### src/rtl/alu_defs_pkg.sv
// Shared definitions for the ALU issue stage: request codes, slice control codes,
// compare selects and the decoded-entry types held in the issue buffer.
package alu_defs_pkg;

  localparam int ALU_WIDTH = 32;

  localparam logic [3:0] OP_AND  = 4'd0;
  localparam logic [3:0] OP_OR   = 4'd1;
  localparam logic [3:0] OP_ADD  = 4'd2;
  localparam logic [3:0] OP_SUB  = 4'd3;
  localparam logic [3:0] OP_NOR  = 4'd4;
  localparam logic [3:0] OP_NAND = 4'd5;
  localparam logic [3:0] OP_LT   = 4'd6;
  localparam logic [3:0] OP_GT   = 4'd7;
  localparam logic [3:0] OP_LE   = 4'd8;
  localparam logic [3:0] OP_GE   = 4'd9;
  localparam logic [3:0] OP_EQ   = 4'd10;
  localparam logic [3:0] OP_NE   = 4'd11;

  localparam logic [3:0] CTRL_AND  = 4'b0000;
  localparam logic [3:0] CTRL_OR   = 4'b0001;
  localparam logic [3:0] CTRL_ADD  = 4'b0010;
  localparam logic [3:0] CTRL_SUB  = 4'b0110;
  localparam logic [3:0] CTRL_NOR  = 4'b1100;
  localparam logic [3:0] CTRL_NAND = 4'b1101;
  localparam logic [3:0] CTRL_CMP  = 4'b0111;

  localparam logic [2:0] CMP_LT = 3'b000;
  localparam logic [2:0] CMP_GT = 3'b001;
  localparam logic [2:0] CMP_LE = 3'b010;
  localparam logic [2:0] CMP_GE = 3'b011;
  localparam logic [2:0] CMP_EQ = 3'b110;
  localparam logic [2:0] CMP_NE = 3'b100;

  typedef struct packed {
    logic [3:0] ctrl;
    logic [2:0] bonus;
    logic       cin;
  } alu_ctrl_t;

  // Decoded entry at the default array width.
  typedef struct packed {
    alu_ctrl_t              c;
    logic [ALU_WIDTH-1:0]   a;
    logic [ALU_WIDTH-1:0]   b;
  } alu_entry_t;

  // Buffer occupancy doubles as the stage state.
  typedef enum logic [1:0] {
    ST_EMPTY = 2'd0,
    ST_ONE   = 2'd1,
    ST_FULL  = 2'd2
  } fifo_state_t;

endpackage

### src/rtl/alu_op_decode.sv
// Combinational translation of a request code into slice controls.
// Codes 12-15 report legal=0 with all-zero controls.
module alu_op_decode
  import alu_defs_pkg::*;
(
  input  logic [3:0] op_i,
  output alu_ctrl_t  ctrl_o,
  output logic       legal_o
);

  always_comb begin
    ctrl_o  = '0;
    legal_o = 1'b1;
    case (op_i)
      OP_AND:  ctrl_o = '{ctrl: CTRL_AND,  bonus: 3'b000, cin: 1'b0};
      OP_OR:   ctrl_o = '{ctrl: CTRL_OR,   bonus: 3'b000, cin: 1'b0};
      OP_ADD:  ctrl_o = '{ctrl: CTRL_ADD,  bonus: 3'b000, cin: 1'b0};
      OP_SUB:  ctrl_o = '{ctrl: CTRL_SUB,  bonus: 3'b000, cin: 1'b1};
      OP_NOR:  ctrl_o = '{ctrl: CTRL_NOR,  bonus: 3'b000, cin: 1'b0};
      OP_NAND: ctrl_o = '{ctrl: CTRL_NAND, bonus: 3'b000, cin: 1'b0};
      OP_LT:   ctrl_o = '{ctrl: CTRL_CMP,  bonus: CMP_LT, cin: 1'b1};
      OP_GT:   ctrl_o = '{ctrl: CTRL_CMP,  bonus: CMP_GT, cin: 1'b1};
      OP_LE:   ctrl_o = '{ctrl: CTRL_CMP,  bonus: CMP_LE, cin: 1'b1};
      OP_GE:   ctrl_o = '{ctrl: CTRL_CMP,  bonus: CMP_GE, cin: 1'b1};
      OP_EQ:   ctrl_o = '{ctrl: CTRL_CMP,  bonus: CMP_EQ, cin: 1'b1};
      OP_NE:   ctrl_o = '{ctrl: CTRL_CMP,  bonus: CMP_NE, cin: 1'b1};
      default: legal_o = 1'b0;
    endcase
  end

endmodule

### src/rtl/alu_issue_stage.sv
// Two-entry issue buffer in front of the bit-sliced ALU array. The head entry is a
// dedicated register so the array sees stable controls, held even after the last pop.
module alu_issue_stage
  import alu_defs_pkg::*;
#(
  parameter int WIDTH = 32
) (
  input  logic             clk,
  input  logic             rst,
  input  logic             in_valid,
  output logic             in_ready,
  input  logic [3:0]       in_op,
  input  logic [WIDTH-1:0] in_a,
  input  logic [WIDTH-1:0] in_b,
  output logic             out_valid,
  input  logic             out_ready,
  output logic [3:0]       alu_ctrl,
  output logic [2:0]       alu_bonus,
  output logic             alu_cin,
  output logic [WIDTH-1:0] alu_a,
  output logic [WIDTH-1:0] alu_b,
  output logic             illegal_op,
  output logic [15:0]      issue_cnt,
  output fifo_state_t      dbg_state
);

  // Handshakes: a transfer happens on a rising edge where valid and ready are both 1.
  // in_ready depends only on registered occupancy; out_ready is ignored while out_valid=0.
  typedef struct packed {
    alu_ctrl_t        c;
    logic [WIDTH-1:0] a;
    logic [WIDTH-1:0] b;
  } entry_t;

  fifo_state_t state_q;
  entry_t      head_q;
  entry_t      spare_q;
  entry_t      entry_d;
  logic        illegal_q;
  logic [15:0] issue_cnt_q;

  alu_ctrl_t   dec_ctrl;
  logic        dec_legal;
  logic        accept;
  logic        push;
  logic        issue;

  alu_op_decode u_decode (
    .op_i    (in_op),
    .ctrl_o  (dec_ctrl),
    .legal_o (dec_legal)
  );

  assign in_ready  = (state_q != ST_FULL);
  assign out_valid = (state_q != ST_EMPTY);
  assign accept    = in_valid & in_ready;
  assign push      = accept & dec_legal;
  assign issue     = out_valid & out_ready;
  assign entry_d   = '{c: dec_ctrl, a: in_a, b: in_b};

  always_ff @(posedge clk) begin
    if (rst) begin
      state_q     <= ST_EMPTY;
      head_q      <= '0;
      spare_q     <= '0;
      illegal_q   <= 1'b0;
      issue_cnt_q <= '0;
    end else begin
      illegal_q <= accept & ~dec_legal;
      if (issue) issue_cnt_q <= issue_cnt_q + 16'd1;
      case (state_q)
        ST_EMPTY: begin
          if (push) begin
            head_q  <= entry_d;
            state_q <= ST_ONE;
          end
        end
        ST_ONE: begin
          // With a simultaneous pop the new entry becomes the head directly.
          if (push && issue) begin
            head_q <= entry_d;
          end else if (push) begin
            spare_q <= entry_d;
            state_q <= ST_FULL;
          end else if (issue) begin
            state_q <= ST_EMPTY;
          end
        end
        ST_FULL: begin
          if (issue) begin
            head_q  <= spare_q;
            state_q <= ST_ONE;
          end
        end
        default: state_q <= ST_EMPTY;
      endcase
    end
  end

  assign alu_ctrl   = head_q.c.ctrl;
  assign alu_bonus  = head_q.c.bonus;
  assign alu_cin    = head_q.c.cin;
  assign alu_a      = head_q.a;
  assign alu_b      = head_q.b;
  assign illegal_op = illegal_q;
  assign issue_cnt  = issue_cnt_q;
  assign dbg_state  = state_q;

endmodule

### config.mk
export PLATFORM = sky130hd
export DESIGN_NAME = alu_issue_stage
export DESIGN_NICKNAME = d
export VERILOG_FILES = /design/src/rtl/alu_defs_pkg.sv /design/src/rtl/alu_op_decode.sv /design/src/rtl/alu_issue_stage.sv
export SDC_FILE = /design/constraint.sdc
export NUM_CORES = 1
export LEC_CHECK = 0
export CAP_MARGIN = 20
export CORE_ASPECT_RATIO = 1.75
export CORE_MARGIN = 2
export CORE_UTILIZATION = 50
export DETAILED_ROUTE_END_ITERATION = 8
export PLACE_DENSITY = 0.88
export SLEW_MARGIN = 25
export SYNTH_ARGS = -nofsm -noshare
export SYNTH_HDL_FRONTEND = slang
export SYNTH_SLANG_ARGS = --single-unit
### constraint.sdc
create_clock -name clk -period 3.81 [get_ports clk]
set_clock_uncertainty 0.05 [all_clocks]
set_input_delay 0.381 -clock clk [delete_from_list [all_inputs] [get_ports clk]]
set_output_delay 0.381 -clock clk [all_outputs]
set_load 0.03 [all_outputs]
-- Word level (Yosys, flattened, before mapping)
Index checks and enable logic that the tools add are counted.
- flip-flop bits (word level): 163
- latch bits: 0
- bits in writable memories: 0
- bits in read-only memories: 0
- input bits: 72
- output and inout bits: 93
- logic and storage cells: 60
- memories: 0
- add/subtract/negate cells: 1
- multipliers: 0
- divide/modulo/power cells: 0
- order comparisons: 0
- eq/ne operators: 19
- shift operators: 0
- mux-type cells: 12
- bitwise operators: 6
- reductions and logical operators: 9
- operators by type and width (cell ; count):
    $mux W72 ; 3
    $pmux W72 S3 ; 1
    $pmux W8 S11 ; 1
    $add A16 B1 Y16 const B ; 1
    $eq A4 B3 Y1 const B ; 4
    $eq A4 B4 Y1 const B ; 4
    $reduce_or A12 Y1 ; 1
    $mux W2 ; 5
    $ne A2 B2 Y1 const B ; 5
    $eq A4 B2 Y1 const B ; 2
    $reduce_and A4 Y1 ; 2
    $pmux W2 S3 ; 1
    $and A1 B1 Y1 ; 4
    $eq A4 B1 Y1 const B ; 1
    $logic_not A4 Y1 ; 1
    $ne A3 B3 Y1 const B ; 1
    $reduce_and A3 Y1 ; 1
    $reduce_bool A3 Y1 ; 1
    $eq A2 B1 Y1 const B ; 1
    $eq A2 B2 Y1 const B ; 1
    $logic_not A2 Y1 ; 1
    $not A1 Y1 ; 2
    $reduce_bool A2 Y1 ; 1
    $logic_and A1 B1 Y1 ; 1
    $mux W1 ; 1

-- Logic depth before layout (Yosys ltp)
- depth in word-level cells: 7
- depth in mapped cells: 7
- depth with buffers taken out: 5

-- By module
From an unflattened synthesis, not the netlist that was laid out.
- cells, all modules: 755
- area, all modules: 6681.4 sq um
- modules (own cells, without submodules) (module ; times used ; cells an instance ; area each (sq um) ; seq. area each (sq um)):
    alu_issue_stage ; 1 ; 736 ; 6553.8 ; 3263.1
    alu_op_decode ; 1 ; 19 ; 127.6 ; 0.0

-- Worst setup path before layout
No wires, ideal clock.
- path type: reg2reg
- start point: register state_q[1] (netlist: dbg_state[1])
- end point: register issue_cnt_q[15] (netlist: issue_cnt[15])
- setup time: 0.121 ns
- arrival: 1.875 ns
- required time: 3.639 ns
- path slack: 1.764 ns
- cell stages (with the launch flop): 6
- path buffers: 1
- period minus slack after synthesis: 2.046 ns
- cells stage by stage: dfxtp_1 -> buf_4 -> o211ai_1 -> nor4_2 -> nor3b_1 -> mux2_2
- word-level cells in the longest chain between the ends: 2
- ends and longest elaborated chain (what ; line ; text):
    start: declaration ; alu_issue_stage.sv:35 ; fifo_state_t state_q;
    start signal: assignment ; alu_issue_stage.sv:63 ; state_q <= ST_EMPTY;
    start signal: assignment ; alu_issue_stage.sv:75 ; state_q <= ST_ONE;
    start signal: assignment ; alu_issue_stage.sv:84 ; state_q <= ST_FULL;
    $reduce_bool A2 Y1 ; alu_issue_stage.sv:55 ; assign out_valid = (state_q != ST_EMPTY);
    $and A1 B1 Y1 ; alu_issue_stage.sv:58 ; assign issue = out_valid & out_ready;
    end signal: assignment ; alu_issue_stage.sv:70 ; if (issue) issue_cnt_q <= issue_cnt_q + 16'd1;
    end: declaration ; alu_issue_stage.sv:40 ; logic [15:0] issue_cnt_q;
Every way passes these cells.
A chain may end at the register's enable or synchronous reset.

-- Worst setup path after layout
- start point: register state_q[1] (netlist: dbg_state[1])
- end point: output in_ready
- word-level cells in the longest chain between the ends: 1
- ends and longest elaborated chain (what ; line ; text):
    $ne A2 B2 Y1 ; alu_issue_stage.sv:54 ; assign in_ready = (state_q != ST_FULL);
    end: declaration ; alu_issue_stage.sv:11 ; output logic in_ready,
Every way passes these cells.

==> results.json <==
{
  "yosysWarnings": 0,
  "cts_resized": 0,
  "grt_max_degree": 95,
  "finalHoldViolations": 0,
  "r2r_end": "alu_ctrl[3]",
  "dp_hpwl_mm": 11.3,
  "clk_pin_slew_worst_paths_ns": 0.06,
  "cts_buffer_depth": 2,
  "reg2reg_depth": 6,
  "critical_path_arrival_ns": 2.50,
  "grtUsageTotal_pct": 24.3,
  "maxCapViolations": 0,
  "critPathCaptureType": "output port",
  "tritoncts": "yes",
  "start_kind": "flop",
  "die_area_mm2": 0.0144,
  "yosysMostFrequentCell": "dfxtp_1",
  "yosys.area_share.simple_pct": 17.4,
  "synth-edff-count": 0,
  "max-slew-margin-rel_pct": 34.4,
  "min_period_ns": 2.93,
  "synthMuxAreaShare_pct": 10.8,
  "core_area_mm2": 0.0132,
  "cts-root-buf": "clkbuf_16",
  "route.detailed.drc": 0,
  "drive_above_1_share_pct": 5.99,
  "num_vias": 6118,
  "crit_slowest_cell": "clkdlybuf4s50_1",
  "die_x_um": 91.7,
  "setup_violations": 0,
  "post-route-period-util_pct": 76.9,
  "initial_core_util_pct": 50.8,
  "gp_congestion": 0.791,
  "crit_type": "reg -> out",
  "fin_nets": 962,
  "rsz0062_at_grt": "no",
  "placed_cell_area_mm2": 0.00838,
  "synthCells": 765,
  "power_mw": 4.32,
  "synth.area.top_cells": "dfxtp_1 49%, mux2i_1 10%, a221oi_1 9.4%, nand2_1 8.1%, a21oi_1 5.9%",
  "cp.buffers_inverters": 2,
  "detail_route.vias_per_cell": 5.68,
  "drv_slew": 0,
  "ant_nets": 0,
  "startpoint": "dbg_state[1]",
  "synth_seq_area_share_pct": 48.5,
  "ys_seq_elements": 163,
  "layout.cells.non_filler": 1077,
  "power_density_mw_per_mm2": 481,
  "synthAdderAreaFrac_pct": 0.186,
  "min_path_type": "reg -> reg",
  "clock_latency_ns": 0.42,
  "required_ns": 3.38,
  "grt_pass1_wl_mm": 28.1,
  "r2r_slack_ns": 1.28,
  "top_level_ports": 165,
  "r2r-start": "dbg_state[1]",
  "synth_top_area_cell": "dfxtp_1",
  "hold_start": "spare_q[38]",
  "postSynthAreaPerCell_um2": 8.79,
  "stdcell_area_mm2": 0.00898,
  "crit_fanout": 43,
  "synthXorXnorAreaFrac_pct": 1.30,
  "ctsHoldBuffers": 0,
  "drt-wirelength-per-cell_um": 16.7,
  "syn-num-nets": 838,
  "drt_iter0_markers": 324,
  "cts_setup_buffers": 0,
  "min_to": "spare_q[38]",
  "wirelength_mm": 18.0,
  "grt_pass1_vias": 5874,
  "tns_ns": 0,
  "cts-htree-levels": 4,
  "fmax_mhz": 341,
  "crit_chain": "nor2b_1 -> inv_4 -> clkdlybuf4s50_1",
  "cts_buffers": 17,
  "placedCellCount": 1044,
  "yosysUniqueCellTypes": 44,
  "synth-compound-area-share_pct": 16.9,
  "ys.flop_type": "dfxtp_1",
  "hold_path_depth": 2,
  "grt_remaining_overflow": 0,
  "synth_common_cells": "163 x dfxtp_1, 145 x nand2_1, 91 x nor2_1, 79 x a21oi_1, 72 x a221oi_1",
  "hold_slack_ns": 0.405,
  "path_delay_family": "buffers and inverters",
  "dr.pass1.iters": 5,
  "worst_pin_slew_ns": 0.983,
  "status": "finished, final reports clean",
  "synth_top_area_share_pct": 48.5,
  "antenna_found_initial": 1,
  "numPortBuffers": 164,
  "critPathMaxStageDelay_ns": 0.82,
  "fp-row-count": 56,
  "die_y_um": 157,
  "areaGrowthSynthToFinish_pct": 33.5,
  "leakagePower_nw": 3.57,
  "async_reset_ff_share_pct": 0,
  "netlist_area_mm2": 0.00673,
  "synth_top_family_by_area": "simple AND/OR/NAND/NOR gates",
  "ir_worst_vdd_mv": 0.360,
  "cts_sinks": 163
}
==> cells in the final DEF, fill, tap and decap left out, types with 3 or more instances in the layout <==
cell and n:
buf_4 8, clkinvlp_4 4, xnor2_1 6, a221oi_1 72, mux2_2 4, a21oi_1 79
clkdlybuf4s50_1 163, inv_1 5, nor2_1 91, clkbuf_16 17, inv_6 5, nand2_1 144
xor2_1 4, o21ai_0 5, nand3_1 7, nand2b_1 3, nor3_1 6, mux2i_1 68
nor4_1 4, dfxtp_1 163, nor2b_1 4
==> where the power goes <==
part | leakage [nW] | switching, mW | internal (mW)
Combinational | 1.96 | 0.432 | 0.320
Sequential | 1.33 | 0.0563 | 1.81
Clock | 0.277 | 0.712 | 0.993
Total | 3.57 | 1.20 | 3.12
==> worst max path at each step <==
stage	end	cells after the start	slack (ns)
after floorplan	issue_cnt[15]	5	1.76
after global placement	spare_q[6]	6	1.01
after detailed placement	spare_q[20]	6	0.96
after CTS	in_ready	3	0.88
after global routing	in_ready	3	0.81
final	in_ready	3	0.88
==> worst min-delay path, cell delays in order, from the launching register on <==
cell and delay, ns:
dfxtp_1 0.31, nand2_1 0.05, a21oi_1 0.05
==> cell type report <==
| cell class | instances | area [µm²] |
|---|---|---|
| Antenna cell | 1 | 2.50 |
| Sequential cell | 163 | 3260 |
| Fill cell | 1004 | 4270 |
| Clock buffer | 19 | 443 |
| Multi-Input combinational cell | 528 | 3150 |
| Timing Repair Buffer | 173 | 1730 |
| Clock inverter | 13 | 148 |
| Inverter | 6 | 25.0 |
| Tap cell | 174 | 218 |
==> per-stage QoR <==
| stage | util [%] | setup WS [ns] |
|---|---|---|
| final | 67.8 | 0.879 |
| after global routing | 67.8 | 0.808 |
| after CTS | 67.8 | 0.878 |
| after detailed placement | 63.3 | 0.963 |
| after global placement | 63.3 | 1.01 |
| after floorplan | - | 1.76 |
==> cells by family (layout without fill, tap and decap cells) <==
logic type	Yosys count	count (layout)
DFF	163	163
other	0	1
and+or+nand+nor	279	279
xor gates and xnor gates	10	10
adders and majority gates	1	1
AOI/OAI and AO/OA	166	166
muxes	72	72
buffers and inverters	74	211
==> state kept, by name (all words and copies together) (netlist names) <==
| name | flops |
|---|---|
| alu_a | 32 |
| alu_b | 32 |
| alu_bonus | 3 |
| alu_cin | 1 |
| alu_ctrl | 4 |
| dbg_state | 2 |
| illegal_op | 1 |
| issue_cnt | 16 |
| spare_q | 72 |
==> routing by layer <==
layer / GRT usage (%) / share of wire, % / vias to the layer above
met5: 0 / 0 / -
met4: 12.0 / 3.6 / 0
met3: 5.84 / 5.6 / 50
met2: 43.0 / 52 / 213
met1: 26.9 / 38 / 2923
li1: - / - / 2932
Note: power is estimated with default switching activity, not from simulation.
